==> src/rtl/divisor_pkg.sv <==
// Shared definitions for the sequential restoring divider: FSM encoding,
// default operand width and iteration-counter sizing.
package divisor_pkg;

    localparam int N_DEF = 8;
    localparam int CNT_W = $clog2(2 * N_DEF + 1);

    typedef enum logic [1:0] {
        IDLE = 2'd0,
        RUN  = 2'd1,
        DONE = 2'd2
    } state_t;

    // The counter must reach 2N, hence the +1.
    function automatic int cnt_width(input int n);
        return $clog2(2 * n + 1);
    endfunction

endpackage

==> src/rtl/divisor_secuencial_if.sv <==
// Start/Ready request bus of the divider: operands in, quotient/remainder and
// status flags out.
interface divisor_secuencial_if
    import divisor_pkg::*;
#(
    parameter int N = N_DEF
);
    logic               start;
    logic [2*N-1:0]     dividendo;
    logic [N-1:0]       divisor;
    logic [2*N-1:0]     cociente;
    logic [N-1:0]       residuo;
    logic               ready;
    logic               busy;
    logic               div_cero;

    modport master (
        output start, dividendo, divisor,
        input  cociente, residuo, ready, busy, div_cero
    );

    modport slave (
        input  start, dividendo, divisor,
        output cociente, residuo, ready, busy, div_cero
    );
endinterface

==> src/rtl/divisor_secuencial_paso_resta.sv <==
// One restoring-division step: shift in the next dividend bit and subtract
// the divisor when it fits.
module paso_resta #(
    parameter int N = 8
) (
    input  logic [N-1:0] i_r,
    input  logic         i_bit,
    input  logic [N-1:0] i_divisor,
    output logic [N-1:0] o_r,
    output logic         o_q
);
    logic [N:0]   w_shift;
    logic [N-1:0] w_diff;

    assign w_shift = {i_r, i_bit};
    assign o_q     = (w_shift >= {1'b0, i_divisor});
    // When the subtraction is taken the result is below the divisor, so the
    // modulo-2^N difference is exact.
    assign w_diff  = w_shift[N-1:0] - i_divisor;
    assign o_r     = o_q ? w_diff : w_shift[N-1:0];
endmodule

==> src/rtl/divisor_secuencial.sv <==
// Sequential restoring divider: 2N-bit dividend by N-bit divisor, one quotient
// bit per clock, Start/Ready handshake.
module divisor_secuencial
    import divisor_pkg::*;
#(
    parameter int N = N_DEF
) (
    input  logic                 i_clk,
    input  logic                 i_rst,
    divisor_secuencial_if.slave  bus
);
    localparam int             CW      = cnt_width(N);
    localparam logic [CW-1:0]  CNT_END = CW'(2 * N);

    state_t          r_state, w_state_next;
    logic [CW-1:0]   r_cnt;
    logic [2*N-1:0]  r_dividend;
    logic [2*N-1:0]  r_quot;
    logic [2*N-1:0]  r_cociente;
    logic [N-1:0]    r_divisor;
    logic [N-1:0]    r_rem;
    logic [N-1:0]    r_residuo;
    logic            r_ready;
    logic            r_div_cero;
    logic            r_zero_pend;
    logic            w_accept;
    logic            w_last;
    logic            w_q;
    logic [N-1:0]    w_rem_next;

    paso_resta #(.N(N)) u_paso (
        .i_r       (r_rem),
        .i_bit     (r_dividend[2*N-1]),
        .i_divisor (r_divisor),
        .o_r       (w_rem_next),
        .o_q       (w_q)
    );

    always_ff @(posedge i_clk or posedge i_rst) begin
        if (i_rst) r_state <= IDLE;
        else       r_state <= w_state_next;
    end

    always_comb begin
        w_state_next = r_state;
        w_accept     = bus.start && (r_state != RUN);
        w_last       = (r_cnt == CNT_END);
        case (r_state)
            IDLE, DONE: if (w_accept) w_state_next = (bus.divisor == '0) ? DONE : RUN;
            RUN:        if (w_last)   w_state_next = DONE;
            default:    w_state_next = IDLE;
        endcase
    end

    always_ff @(posedge i_clk or posedge i_rst) begin
        if (i_rst) begin
            r_cnt       <= '0;
            r_dividend  <= '0;
            r_divisor   <= '0;
            r_rem       <= '0;
            r_quot      <= '0;
            r_cociente  <= '0;
            r_residuo   <= '0;
            r_ready     <= 1'b0;
            r_div_cero  <= 1'b0;
            r_zero_pend <= 1'b0;
        end else if (w_accept) begin
            r_cnt       <= '0;
            r_dividend  <= bus.dividendo;
            r_divisor   <= bus.divisor;
            r_rem       <= '0;
            r_quot      <= '0;
            r_ready     <= 1'b0;
            r_div_cero  <= 1'b0;
            r_zero_pend <= (bus.divisor == '0);
        end else if (r_state == RUN) begin
            if (w_last) begin
                r_cociente <= r_quot;
                r_residuo  <= r_rem;
                r_ready    <= 1'b1;
            end else begin
                r_rem      <= w_rem_next;
                r_quot     <= {r_quot[2*N-2:0], w_q};
                r_dividend <= {r_dividend[2*N-2:0], 1'b0};
                r_cnt      <= r_cnt + 1'b1;
            end
        end else if (r_zero_pend) begin
            // Divide-by-zero result appears one edge after the accept.
            r_cociente  <= '1;
            r_residuo   <= r_dividend[N-1:0];
            r_ready     <= 1'b1;
            r_div_cero  <= 1'b1;
            r_zero_pend <= 1'b0;
        end
    end

    assign bus.cociente = r_cociente;
    assign bus.residuo  = r_residuo;
    assign bus.ready    = r_ready;
    assign bus.busy     = (r_state == RUN);
    assign bus.div_cero = r_div_cero;
endmodule

==> src/flat_wrapper.sv <==
// flat-port wrapper written by rule: the top's interface ports become plain ports
module divisor_secuencial_flat import divisor_pkg::*;
#(
    parameter int N = N_DEF
)
  (i_clk, i_rst, bus_start, bus_dividendo, bus_divisor, bus_cociente, bus_residuo, bus_ready, bus_busy, bus_div_cero);
  divisor_secuencial_if #(.N(N)) bus_i ();
  input  logic i_clk;
  input  logic i_rst;
  input wire logic [$bits(bus_i.start)-1:0] bus_start;
  input wire logic [$bits(bus_i.dividendo)-1:0] bus_dividendo;
  input wire logic [$bits(bus_i.divisor)-1:0] bus_divisor;
  output wire logic [$bits(bus_i.cociente)-1:0] bus_cociente;
  output wire logic [$bits(bus_i.residuo)-1:0] bus_residuo;
  output wire logic [$bits(bus_i.ready)-1:0] bus_ready;
  output wire logic [$bits(bus_i.busy)-1:0] bus_busy;
  output wire logic [$bits(bus_i.div_cero)-1:0] bus_div_cero;
  assign bus_i.start = bus_start;
  assign bus_i.dividendo = bus_dividendo;
  assign bus_i.divisor = bus_divisor;
  assign bus_cociente = bus_i.cociente;
  assign bus_residuo = bus_i.residuo;
  assign bus_ready = bus_i.ready;
  assign bus_busy = bus_i.busy;
  assign bus_div_cero = bus_i.div_cero;
  divisor_secuencial #(.N(N)) u_core (.i_clk(i_clk), .i_rst(i_rst), .bus(bus_i));
endmodule
==> config.mk <==
export PLATFORM = sky130hd
export DESIGN_NAME = divisor_secuencial_flat
export DESIGN_NICKNAME = d
export VERILOG_FILES = /design/src/rtl/divisor_pkg.sv /design/src/rtl/divisor_secuencial_if.sv /design/src/rtl/divisor_secuencial_paso_resta.sv /design/src/rtl/divisor_secuencial.sv /design/src/flat_wrapper.sv
export SDC_FILE = /design/constraint.sdc
export NUM_CORES = 1
export LEC_CHECK = 0
export CAP_MARGIN = 25
export CORE_UTILIZATION = 54
export DETAILED_ROUTE_END_ITERATION = 10
export PLACE_DENSITY_LB_ADDON = 0.12
export SLEW_MARGIN = 20
export SYNTH_ARGS = -nofsm -noshare
export SYNTH_HDL_FRONTEND = slang
export SYNTH_SLANG_ARGS = --single-unit
==> constraint.sdc <==
create_clock -name i_clk -period 3 [get_ports i_clk]
set_clock_uncertainty 0.15 [all_clocks]
set_input_delay 0.3 -clock i_clk [delete_from_list [all_inputs] [get_ports i_clk]]
set_output_delay 0.3 -clock i_clk [all_outputs]
set_load 0.05 [all_outputs]
# After elaboration in Yosys (flattened, before gate mapping)
# Index checks and enable logic that the tools add are counted.
# W data, S select, Z words.
[word_totals] reg_bits=82 in_bits=27 out_inout_bits=27 wordCells=68
[op_classes] add_sub_neg=2 magnitude_cmp=1 eq_ne=9 n_mux=31 bitwise=1 reduce_logical=13
[ops] operator="$mux W16" count=9
[ops] operator="$mux W8" count=7
[ops] operator="$mux W5" count=3
[ops] operator="$ne A2 B1 Y1 const B" count=5
[ops] operator="$ge A9 B8 Y1" count=1
[ops] operator="$logic_not A8 Y1" count=1
[ops] operator="$mux W1" count=8
[ops] operator="$reduce_and A2 Y1" count=4
[ops] operator="$sub A8 B8 Y8" count=1
[ops] operator="$mux W2" count=3
[ops] operator="$reduce_bool A2 Y1" count=3
[ops] operator="$add A5 B1 Y5 const B" count=1
[ops] operator="$eq A5 B5 Y1 const B" count=1
[ops] operator="$pmux W2 S2" count=1
[ops] operator="$ne A3 B1 Y1 const B" count=1
[ops] operator="$reduce_and A3 Y1" count=1
[ops] operator="$reduce_bool A3 Y1" count=1
[ops] operator="$eq A2 B1 Y1 const B" count=1
[ops] operator="$eq A2 B2 Y1 const B" count=1
[ops] operator="$logic_not A2 Y1" count=1
[ops] operator="$reduce_or A2 Y1" count=1
[ops] operator="$logic_and A1 B1 Y1" count=1
[ops] operator="$not A1 Y1" count=1

# Longest topological paths before layout
# Gate-level depths: netlist of the first run.
[depth] depth_word=5 depth_mapped=10 depth_no_buf=9

# By module
# A second synthesis of the first run with hierarchy kept.
[unflattened] hier_cells=398 area_unflattened_um2=4164.0
[by_module_without_submodules] module="divisor_secuencial" n_inst=1 cells_each=329 area_per_inst_um2=3643.5 seq_area_each_um2=2052.0
[by_module_without_submodules] module="paso_resta" n_inst=1 cells_each=69 area_per_inst_um2=520.5 seq_area_each_um2=0.0

# Worst setup path before layout of the first run
# Ideal clock, no wire load.
[synth_timing] path_kind="flip-flop to flip-flop" start="register u_core.r_rem[5]" end="register u_core.r_rem[4]" setup_ns=0.120 t_arrival_ns=1.873 required_ns=2.730 setup_slack_ns=0.857 stages_incl_launch_ff=8 n_path_buf=1 period_less_slack_ns=2.143 path_cell_list="dfrtp_1 ha_1 a21oi_1 o21ai_2 a221oi_4 buf_6 mux2i_1 o21ai_2"
[synth_via] elab_chain_cells=5
[synth_lines] item="from (decl)" line="divisor_secuencial.sv:21" rtl="logic [N-1:0] r_rem;"
[synth_lines] item="from (signal assigned)" line="divisor_secuencial.sv:82" rtl="r_rem <= w_rem_next;"
[synth_lines] item="$ge A9 B8 Y1" line="divisor_secuencial_paso_resta.sv:16" rtl="assign o_q = (w_shift >= {1'b0, i_divisor});"
[synth_lines] item="$mux W8" line="divisor_secuencial_paso_resta.sv:20" rtl="assign o_r = o_q ? w_diff : w_shift[N-1:0];"
[synth_lines] item="$mux W8" line="divisor_secuencial.sv:77" rtl="if (w_last) begin"
[synth_lines] item="$mux W8" line="divisor_secuencial.sv:76" rtl="end else if (r_state == RUN) begin"
[synth_lines] item="$mux W8" line="divisor_secuencial.sv:67" rtl="end else if (w_accept) begin"
# Every way passes these cells. The select of a mux whose other input is x is not followed.
# A chain may end at the register's enable or synchronous reset.

# Final worst setup path of the first run
[layout_timing] start="register u_core.r_state[1]" end="output port bus_busy"
[layout_via] elab_chain_cells=1
[layout_lines] item="from (decl)" line="divisor_secuencial.sv:15" rtl="state_t r_state, w_state_next;"
[layout_lines] item="from (signal assigned)" line="divisor_secuencial.sv:41" rtl="else r_state <= w_state_next;"
[layout_lines] item="$eq A2 B1 Y1" line="divisor_secuencial.sv:100" rtl="assign bus.busy = (r_state == RUN);"
[layout_lines] item="to (decl)" line="flat_wrapper.sv:16" rtl="output wire logic [$bits(bus_i.busy)-1:0] bus_busy;"
# Every way passes these cells.

==> results.yml, run 1 <==
layout:
  final_cell_mix: "nand2_1, dfrtp_1, clkdlybuf4s50_1, nand3_1, o21ai_0"
  area_growth_pct: 22.0
  diodes: 0
  final_nets: 476
  drive_above_1_share_pct: 7.22
  mostFrequentLayoutCell: "nand2_1"
synth:
  yosysSeqAreaShare_pct: 54.6
  yosys_warnings: 0
  ys.flop_type: "dfrtp_1"
  syn_nets: 427
  synth_edf_count: 0
  synth_area_sq_um: 3760
  synth.distinct_cells: 42
  synthMuxAreaShare_pct: 1.33
  synth-compound-area-share_pct: 16.1
  syn_inst: 389
  synthAdderAreaFrac_pct: 3.86
  avgSynthCellArea_sq_um: 9.67
  synth_xor_xnor_area_share_pct: 0.932
  ys_async_sr_fraction_pct: 100
  synth_top_family_by_area: "simple AND/OR/NAND/NOR gates"
  yosys.area_share.simple_pct: 19.0
  ys_ff_latch: 82
placed_design:
  place.gp.congestion: 0.892
  io_buffer_count: 53
  hpwl_microns: 5410
  pre_cts_slack_ps: 556
clock_tree:
  cts.sinks: 82
  clkSlewWorstSetupHoldPaths_ps: 90
  cts_tree: "yes"
  hold_buffers: 0
  cts_resized: 0
  insertion_delay_ps: 360
  postCtsSetupBuffers: 0
  root_buffer: "clkbuf_8"
  cts_buffers: 9
  clock_path_buffers: 2
  cts.htree.levels: 3
power:
  power.density_nw_per_um2: 1340
  max-vdd-ir-drop_mv: 0.979
  p_leak_uw: 0.00204
detailed_routing:
  wl_met1_microns: 3630
  drtAntennaViolNets: 0
  num_vias: 2978
  wl_microns: 8000
  wl_per_cell_microns: 15.3
  drt_iter0_drc: 147
  drt_pass1_iterations: 4
  dr_wl_met3_microns: 310
  viasPerCell: 5.69
  route.detailed.drc: 0
  top_layer: "met4"
  route.met2.wl_microns: 3840
critical_path:
  timing.critical_path.buf_inv: 2
  worst-setup-path-type: "flop to primary output"
  worst_ep_arrival_time_ps: 2150
  slowest_delay_ps: 890
  crit_fanout: 13
  timing.rr.start: "u_core.r_rem[5]$_DFFE_PP0P_"
  cp_num_cells: 3
  cp-endpoint: "bus_busy"
  cp_top_family: "buffers and inverters"
  setup.worst_path.start: "u_core.r_state[1]$_DFFE_PP0P_"
  worstPathRequired_ps: 2550
  cp-end-kind: "primary output"
  r2r_slack_ps: 520
  rr_worst_depth: 7
  start_kind: "flop"
  timing.rr.end: "u_core.r_rem[6]$_DFFE_PP0P_"
  cpMaxStageDelayCell: "clkdlybuf4s50_1"
  cp_cell_sequence: "nand2b_1, inv_1, clkdlybuf4s50_1"
run_status:
  status: "finished clean"
global_route:
  grt_pass1_vias: 2930
  grt_antenna_before_repair: 0
  grt_max_degree: 51
  grt_first_pass_wirelength_microns: 13900
  grt-ovfl-total: 0
  grt.total_usage_pct: 24.6
timing:
  setup_viol: 0
  slew_violations: 0
  tns_ps: 0
  hold_violations: 0
  worst_slew_pin_slew_ps: 724
  min_period_ps: 2600
  rsz0062_at_grt: "false"
  finalWorstSetupSlack_ps: 401
  maxSlewHeadroom_pct: 51.8
  period_share_pct: 86.6
  fmax_mhz: 385
hold_path:
  hp-class: "primary input to async pin"
floorplan:
  initial_core_util_pct: 55.6
  dieArea_sq_um: 7300
  die_h_microns: 85.4
  core_area_sq_um: 6760
  fp.dieW_microns: 85.4
  num_rows: 30
  ioPinCount: 54
run:
  maxCapViolations: 0
[synthesized netlist by cell type (3+ instances only)]
master / n / share of area [%]
nand2_1: 97 / 9.7
nor3_1: 4 / 0.53
nor2b_1: 5 / 0.83
a31oi_1: 10 / 1.7
o21ai_1: 6 / 0.80
nand3_1: 28 / 3.7
inv_1: 13 / 1.3
a21oi_1: 8 / 1.1
o22a_1: 16 / 3.7
nor2_1: 16 / 1.6
nand2b_1: 6 / 1.0
clkbuf_1: 8 / 0.80
ha_1: 10 / 3.3
dfrtp_1: 82 / 55
mux2i_1: 5 / 1.3
o21ai_0: 18 / 2.4
a22oi_1: 15 / 3.0
buf_2: 12 / 1.6
xor2_1: 3 / 0.70
[worst min path at each step]
stage                                       startpoint                                  end  cells after the start
after detailed placement  u_core.bus.ready$_DFFE_PP0P_         u_core.bus.ready$_DFFE_PP0P_                      1
after global routing                             i_rst  u_core.bus.cociente[14]$_DFFE_PP0P_                      2
after floorplan                         bus_divisor[0]      u_core.r_divisor[0]$_DFFE_PP0P_                      2
after CTS                                        i_rst          u_core.r_rem[2]$_DFFE_PP0P_                      2
final                                            i_rst  u_core.bus.cociente[13]$_DFFE_PP0P_                      2
after global placement    u_core.bus.ready$_DFFE_PP0P_         u_core.bus.ready$_DFFE_PP0P_                      1
[logic make-up after synthesis]
group | count (synthesis)
flops | 82
simple gates | 165
xor+xnor | 4
fa+ha+maj | 11
compound gates | 86
mux | 5
buf+inv | 36
[power by group]
part | total, uW | internal (uW) | switching, uW
Sequential | 1960 | 1610 | 343
Clock | 926 | 486 | 440
Combinational | 3250 | 1230 | 2020
[layer usage]
layer	GRT usage (%)	vias up
met5	0	-
met4	11.8	0
met3	3.50	17
met2	39.9	64
met1	32.7	1459
li1	-	1438
[final cells by class]
class	instances	area (sq um)
clock buffers	9	124
clock inverters	7	106
fillers	567	2170
inverters	13	50.0
multi-input cells	271	1550
flip-flops and latches	82	2050
well taps	80	100
repair buffers	61	603
[sequential cells by signal (all words and copies together) (netlist names)]
name                 flops
u_core.bus.cociente     16
u_core.bus.div_cero      1
u_core.bus.ready         1
u_core.bus.residuo       8
u_core.r_cnt             5
u_core.r_dividend       16
u_core.r_divisor         8
u_core.r_quot           16
u_core.r_rem             8
u_core.r_state           2
u_core.r_zero_pend       1
[per-stage QoR]
step	std cells	instance area (sq um)	hold WS [ps]	total power, uW	utilization [%]
after floorplan	389	3760	255	4410	-
after global placement	507	4360	309	5140	64.5
after detailed placement	507	4360	315	5240	64.5
after CTS	523	4590	174	6170	67.9
after global routing	523	4590	212	6630	67.9
final	523	4590	165	6140	67.9
[worst register-to-register path, cell delays in order, from the launching register on]
cell	delay, ps
dfrtp_1	420
ha_1	390
a21oi_1	240
o21ai_2	120
a221oi_4	670
nor3b_1	130
mux2i_1	160
nand3_1	90
Power figures use the tool's default switching activity.
==> inputs of run 2 (changes only) <==
Settings changed: CORE_UTILIZATION 54 to 63, DONT_BUFFER_PORTS set to 1.
==> run 2 against run 1 <==
Against the previous run:
- worst hold slack lost 150 ps
- non-clock buffer count shrank 25
- sequential share of layout area grew 2.7 points
- flip-flop and latch count is the same
- register-to-register slack lost 30 ps
- worst setup slack gained 86 ps
- critical endpoint is now u_core.r_rem[7]$_DFFE_PP0P_
==> results.yml, run 2 (synthesized netlist as in run 1, its figures left out) <==
layout:
  fin_util_pct: 76.6
  layout.cells.non_filler: 488
  diodes: 0
  area_growth_pct: 15.0
  drive_above_1_share_pct: 7.45
  final_cell_mix: "nand2_1, dfrtp_1, nand3_1, dlygate4sd3_1, o21ai_0"
  final_nets: 451
  mostFrequentLayoutCell: "nand2_1"
detailed_routing:
  drt_iter0_drc: 214
  wl_microns: 8250
  drtAntennaViolNets: 0
  route.detailed.drc: 0
  viasPerCell: 6.00
  drt_pass1_iterations: 4
  wl_per_cell_microns: 16.9
  num_vias: 2929
timing:
  tns_ps: 0
  maxSlewHeadroom_pct: 54.0
  rsz0062_at_grt: "false"
  period_share_pct: 83.8
  slew_violations: 0
  min_period_ps: 2510
  finalWorstSetupSlack_ps: 487
  setup_viol: 0
  hold_violations: 0
  worst_slew_pin_slew_ps: 689
  fmax_mhz: 398
floorplan:
  num_rows: 27
  fp.dieW_microns: 79.3
  initial_core_util_pct: 66.6
  die_h_microns: 79.3
  ioPinCount: 54
  dieArea_sq_um: 6280
  core_area_sq_um: 5640
global_route:
  grt_max_degree: 54
  grt.total_usage_pct: 29.2
  grt-ovfl-total: 0
  grt_pass1_vias: 2899
  grt_first_pass_wirelength_microns: 13800
  grt_antenna_before_repair: 0
critical_path:
  worst-setup-path-type: "flop to flop"
  worstPathRequired_ps: 3140
  crit_fanout: 15
  cp-end-kind: "flop"
  worst_ep_arrival_time_ps: 2650
  r2r_slack_ps: 490
  start_kind: "flop"
clock_tree:
  cts.sinks: 82
  postCtsSetupBuffers: 0
  clkSlewWorstSetupHoldPaths_ps: 80
  hold_buffers: 26
  cts_buffers: 9
  cts.htree.levels: 3
  insertion_delay_ps: 350
  cts_tree: "yes"
  cts_resized: 0
  root_buffer: "clkbuf_8"
  clock_path_buffers: 2
placed_design:
  hpwl_microns: 5310
  place.gp.congestion: 0.802
  io_buffer_count: 0
  pre_cts_slack_ps: 559
  dpl.cell_count: 447
hold_path:
  hp-class: "primary input to flop"
run_status:
  status: "finished clean"
run:
  maxCapViolations: 0
==> run 2: changes by cell type in the layout (fill, tap and decap cells not counted), sizes merged <==
cell / previous run / this run
buf: 8 / 10
clkbuf: 9 / 11
clkdlybuf4s50: 53 / 0
clkinv: 1 / 2
dlygate4sd3: 0 / 26
inv: 17 / 12
==> run 2: worst max-delay path, cell delays in order (launching register included) <==
cell	delay, ps
dfrtp_1	420
ha_1	390
a21oi_1	250
o21ai_2	120
a221oi_4	650
a31oi_1	100
o211ai_1	150
a32o_1	200
==> run 2: layout make-up <==
cell class / instances / area (sq um)
sequential: 82 / 2050
multi-input combinational: 271 / 1550
inverter: 13 / 50.0
fill: 384 / 1320
timing repair buffer: 36 / 373
tap: 72 / 90.1
clock buffer: 11 / 141
clock inverter: 3 / 65.1
==> run 2: final timing paths <==
| kind | cells after the start | end | startpoint |
|---|---|---|---|
| max in group asynchronous | 3 | u_core.bus.residuo[5]$_DFFE_PP0P_ | i_rst |
| worst max-delay path | 7 | u_core.r_rem[7]$_DFFE_PP0P_ | u_core.r_rem[5]$_DFFE_PP0P_ |
| worst min register to register | 2 | u_core.r_dividend[14]$_DFFE_PP0P_ | u_core.r_dividend[14]$_DFFE_PP0P_ |
| min in group asynchronous | 2 | u_core.r_quot[9]$_DFFE_PP0P_ | i_rst |
| worst min-delay path | 2 | u_core.r_cnt[3]$_DFFE_PP0P_ | bus_start |
| worst max register to register | 7 | u_core.r_rem[7]$_DFFE_PP0P_ | u_core.r_rem[5]$_DFFE_PP0P_ |
==> run 2: metal layers <==
metal  global-route usage [%]  vias up  share of wire (%)  routed length [microns]
li1                         -     1390                  -                        -
met5                        0        -                  0                        0
met2                     44.7       75                 47                     3860
met4                     12.7        0                2.2                      178
met1                     39.9     1445                 46                     3820
met3                     6.67       19                4.8                      396
==> run 2: metrics by stage <==
stage | hold slack (ps) | cell area, sq um
after floorplan | 255 | 3760
after global placement | 250 | 3840
after detailed placement | 250 | 3840
after CTS | 7.80 | 4300
after global routing | 22.9 | 4320
final | 14.6 | 4320
Power of run 2 is left out: the tool's default activity adds up to more than one toggle a clock period on the data nets, which glitch-free logic cannot reach.
